**src/rtl/updown_seq_pkg.sv**
```systemverilog
// Shared types and constants for the up/down counter sequencer.
// State encoding, direction values and the default counter width.
package updown_seq_pkg;

    localparam int   DEFAULT_WIDTH = 4;
    localparam logic DIR_UP        = 1'b1;
    localparam logic DIR_DOWN      = 1'b0;

    typedef enum logic [1:0] {
        IDLE = 2'd0,
        LOAD = 2'd1,
        RUN  = 2'd2,
        DONE = 2'd3
    } state_t;

endpackage

```
**src/rtl/updown_seq_ctrl.sv**
```systemverilog
// Sequencer driving an external up/down load counter from start to target; UDSEQ_LOOP_EN repeats runs.
// Latency: load 1 cycle after accept, one step per unpaused RUN cycle, done 1 cycle after target seen.
// Backpressure: cmd_ready only in IDLE; pause stalls the run in place, abort returns to IDLE.
module updown_seq_ctrl
    import updown_seq_pkg::*;
#(
    parameter int WIDTH = DEFAULT_WIDTH
) (
    input  logic             clk,
    input  logic             rst,
    input  logic             cmd_valid,
    output logic             cmd_ready,
    input  logic [WIDTH-1:0] cmd_start,
    input  logic [WIDTH-1:0] cmd_target,
    input  logic             cmd_dir,
    input  logic             cmd_loop,
    input  logic             pause,
    input  logic             abort,
    input  logic [WIDTH-1:0] cnt_count,
    output logic             cnt_load,
    output logic             cnt_control,
    output logic [WIDTH-1:0] cnt_data,
    output logic             busy,
    output logic             done,
`ifdef UDSEQ_LOOP_EN
    output logic [7:0]       pass_cnt,
`endif
    output logic             aborted
);

    state_t           state;
    state_t           state_nxt;
    logic [WIDTH-1:0] start_r;
    logic [WIDTH-1:0] target_r;
    logic             dir_r;
    logic             loop_r;
    logic             accept;
    logic             repeat_run;

    assign accept = cmd_valid && cmd_ready;

`ifdef UDSEQ_LOOP_EN
    assign repeat_run = loop_r;
`else
    logic unused_loop;
    assign unused_loop = loop_r;
    assign repeat_run  = 1'b0;
`endif

    // The counter has no enable: holding means reloading its own value.
    always_comb begin
        state_nxt   = state;
        cmd_ready   = 1'b0;
        cnt_load    = 1'b1;
        cnt_control = DIR_DOWN;
        cnt_data    = cnt_count;
        case (state)
            IDLE: begin
                cmd_ready = 1'b1;
                if (cmd_valid) state_nxt = LOAD;
            end
            LOAD: begin
                cnt_data  = start_r;
                state_nxt = RUN;
            end
            RUN: begin
                cnt_control = dir_r;
                if (cnt_count == target_r) state_nxt = DONE;
                else if (!pause)           cnt_load  = 1'b0;
            end
            DONE: begin
                state_nxt = repeat_run ? LOAD : IDLE;
            end
            default: state_nxt = IDLE;
        endcase
        if (abort && (state != IDLE)) begin
            state_nxt = IDLE;
            cnt_load  = 1'b1;
            cnt_data  = cnt_count;
        end
    end

    always_ff @(posedge clk or posedge rst) begin
        if (rst) begin
            state    <= IDLE;
            start_r  <= '0;
            target_r <= '0;
            dir_r    <= DIR_DOWN;
            loop_r   <= 1'b0;
            done     <= 1'b0;
            aborted  <= 1'b0;
            busy     <= 1'b0;
        end else begin
            state   <= state_nxt;
            done    <= (state_nxt == DONE);
            aborted <= abort && (state != IDLE);
            busy    <= (state_nxt != IDLE);
            if (accept) begin
                start_r  <= cmd_start;
                target_r <= cmd_target;
                dir_r    <= cmd_dir;
                loop_r   <= cmd_loop;
            end
        end
    end

`ifdef UDSEQ_LOOP_EN
    // Counts in step with the done pulse, so it reads the pass number while done is high.
    always_ff @(posedge clk or posedge rst) begin
        if (rst)                     pass_cnt <= 8'd0;
        else if (accept)             pass_cnt <= 8'd0;
        else if (state_nxt == DONE)  pass_cnt <= pass_cnt + 8'd1;
    end
`endif

endmodule

```
**config.mk**
```make
export PLATFORM = sky130hd
export DESIGN_NAME = updown_seq_ctrl
export DESIGN_NICKNAME = d
export VERILOG_FILES = /design/src/rtl/updown_seq_pkg.sv /design/src/rtl/updown_seq_ctrl.sv
export SDC_FILE = /design/constraint.sdc
export NUM_CORES = 1
export LEC_CHECK = 0
export ABC_AREA = 1
export CAP_MARGIN = 20
export CORE_MARGIN = 10
export CORE_UTILIZATION = 41
export DETAILED_ROUTE_END_ITERATION = 16
export PLACE_DENSITY = 0.77
export SETUP_SLACK_MARGIN = 0.15
export SLEW_MARGIN = 40
export SYNTH_ARGS = -nofsm -noshare
export SYNTH_HDL_FRONTEND = slang
export SYNTH_SLANG_ARGS = --single-unit
```
**constraint.sdc**
```tcl
create_clock -name clk -period 1.9 [get_ports clk]
set_input_delay 0.475 -clock clk [delete_from_list [all_inputs] [get_ports clk]]
set_output_delay 0.475 -clock clk [all_outputs]
set_load 0.05 [all_outputs]
```
==> results.toml <==
[status]
status = "complete, but fails checks"
violations = "negative setup slack"

[global_route]
gr-usage-all-layers_pct = 11.1
use_met2_pct = 21.5
grt_pass1_wl_um = 3200
top_usage_layer = "met2"
first_global_vias = 783
antenna_found_initial = 0
grtUsageMet3_pct = 3.66
grt.overflow.total = 0
gr-usage-met1_pct = 10.5
grt_max_degree = 15

[yosys]
synthFlopType = "dfrtp_1"
synth_most_common_cell = "nand2_1"
yosys.area.top_type = "dfrtp_1"
synth_cell_types = 14
synth_area_leaders = "dfrtp_1 (49%), nand2_1 (11%), inv_1 (10%)"
ys_warn_count = 0
synth_edf_count = 0
synth_nets = 113
synth_top_area_share_pct = 49.0
synthTopCellsByCount = "nand2_1 (20), inv_1 (19), dfrtp_1 (14)"
ys_async_sr_fraction_pct = 100
synthCells = 91
synth_area_um2 = 714
synth_seq_cells = 14
ys_seq_area_share_pct = 49.0
synth.avg_cell_area_um2 = 7.85

[place]
placedCellCount = 141
portBuffers = 27
dp_hpwl_um = 1520
dpl_cell_area_um2 = 1180
place_congestion = 0.803

[setup_path]
crit_required_ns = 1.42
critPathKind = "reg -> out"
cp_max_fo = 8
arrival_ns = 1.56
timing.rr.end = "dir_r"
rrSetupSlack_ns = 0.40
critPathCapture = "cnt_data[2]"
critical_path.startpoint = "state[0]"
end_kind = "primary output"
cp-start-kind = "flip-flop"
reg2reg_depth = 6
r2r-start = "state[0]"

[clock_tree]
cts.path.max_buffers = 2
cts_hold_buffers = 0
cts.htree.levels = 1
cts_tree = "done"
cts-root-buf = "clkbuf_4"
clock-sinks = 14
clkLatencyLatePin_ns = 0.28
path_clk_slew_ns = 0.08
cts_buffers = 3

[final_layout]
final_layout_size_suffix_gt1_share_pct = 37.3
diodes = 0
layout.nets = 157
area_growth_pct = 85.3
design_area_um2 = 1320
stdcell_count = 151
fin_util_pct = 78.4

[detailed_routing]
wl_per_cell_um = 13.9
ant_nets = 0
viasPerCell = 4.76
drc_errors = 0
drt_pre_antenna_iters = 4
drt_iter0_markers = 14
dr_total_vias = 719
wl_um = 2100

[timing]
setup_tns_ns = -0.492
finalSetupViolCount = 5
skew_ns = 0.000972
fmax_ghz = 0.492
period_share_pct = 107
rsz0062_at_grt = "yes"
tightest_slew_ns = 0.538
post-route-min-period_ns = 2.03
layout_setup_ws_ns = -0.131
drv_slew = 0
slew_headroom_pct = 64.1
hold_violations = 0

[hold_path]
hp-start = "dir_r"
min_path_cells = 1
hold_class = "reg -> reg"

[power]
p_leak_nw = 0.670
peakVddDrop_mv = 1.13
power.density_nw_per_um2 = 1700

[floorplanning]
initial_core_util_pct = 42.3
dieHeight_um = 61.7
core-area_um2 = 1690
dieArea_um2 = 3810
io_pins = 29
die_w_um = 61.7
rows = 15

[run]
cap_violations = 0
==> per-stage QoR <==
stage | setup slack, ns | hold WS (ns) | total power [mW]
final | -0.131 | 0.509 | 2.25
after global routing | -0.200 | 0.547 | 2.40
after CTS | -0.169 | 0.524 | 2.20
after detailed placement | -0.242 | 0.504 | 1.86
after global placement | -0.215 | 0.483 | 1.81
after floorplan | 0.115 | 0.364 | 1.32
==> placed cells by master, fill, tap and decap left out, types with 5 or more instances in the layout <==
master / instances
nand2_1: 17
inv_1: 14
dfrtp_1: 14
clkdlybuf4s50_1: 12
buf_4: 11
nor2_1: 10
a21oi_1: 8
buf_12: 7
nand2_2: 6
dlygate4sd2_1: 5
buf_6: 5
==> registers in the layout (all words and copies together), names as in the netlist <==
register	count
busy	1
aborted	1
start_r	4
state	2
target_r	4
done	1
dir_r	1
==> worst max-delay path, cell delays in order, from the launching register on <==
cell     delay (ns)
dfrtp_1        0.39
buf_4          0.13
ha_2           0.23
nand2_8        0.10
buf_6          0.13
o21ai_4        0.14
buf_12         0.15
==> area by class of cell <==
type,instances,area [um^2]
Tap cell,17,21.3
Inverter,19,73.8
Sequential cell,14,350
Timing Repair Buffer,40,443
Clock buffer,4,36.3
Fill cell,109,365
Multi-Input combinational cell,57,399
==> cell families (layout without fill, tap and decap cells) <==
kind of cell             Yosys count  in the layout  share of synthesized area, %
AO/OA/AOI/OAI                     14             14                          10.3
multiplexers                       1              1                          1.58
buffers and inverters             20             63                          10.7
flip-flops                        14             14                          49.0
adder cells (fa/ha/maj)            3              3                          5.25
AND/OR/NAND/NOR                   39             39                          23.1
==> power by group <==
| group | switching [mW] | internal [mW] |
|---|---|---|
| Clock | 0.0980 | 0.117 |
| Combinational | 0.858 | 0.687 |
| Sequential | 0.0585 | 0.437 |
| Total | 1.01 | 1.24 |
==> worst min path at each step <==
| stage | end | slack [ns] |
|---|---|---|
| after global routing | dir_r | 0.55 |
| after CTS | dir_r | 0.52 |
| final | dir_r | 0.51 |
| after floorplan | aborted | 0.36 |
| after detailed placement | dir_r | 0.50 |
| after global placement | dir_r | 0.48 |
==> what timing repair did <==
action                     in CTS  in global routing
cloned                          0                  0
buffers inserted                4                  2
setup endpoints to repair       6                  6
pin swaps                       5                  2
gates resized for setup        19                  4
==> per-layer routing <==
layer  vias up  share of wire [%]  wire length (um)
li1        362                  -                 -
met1       335                 38               792
met2        20                 54              1140
met3         2                6.7               140
met4         0                1.4                29
met5         -                  0                 0
No activity file was read; power rests on OpenSTA's default activity.
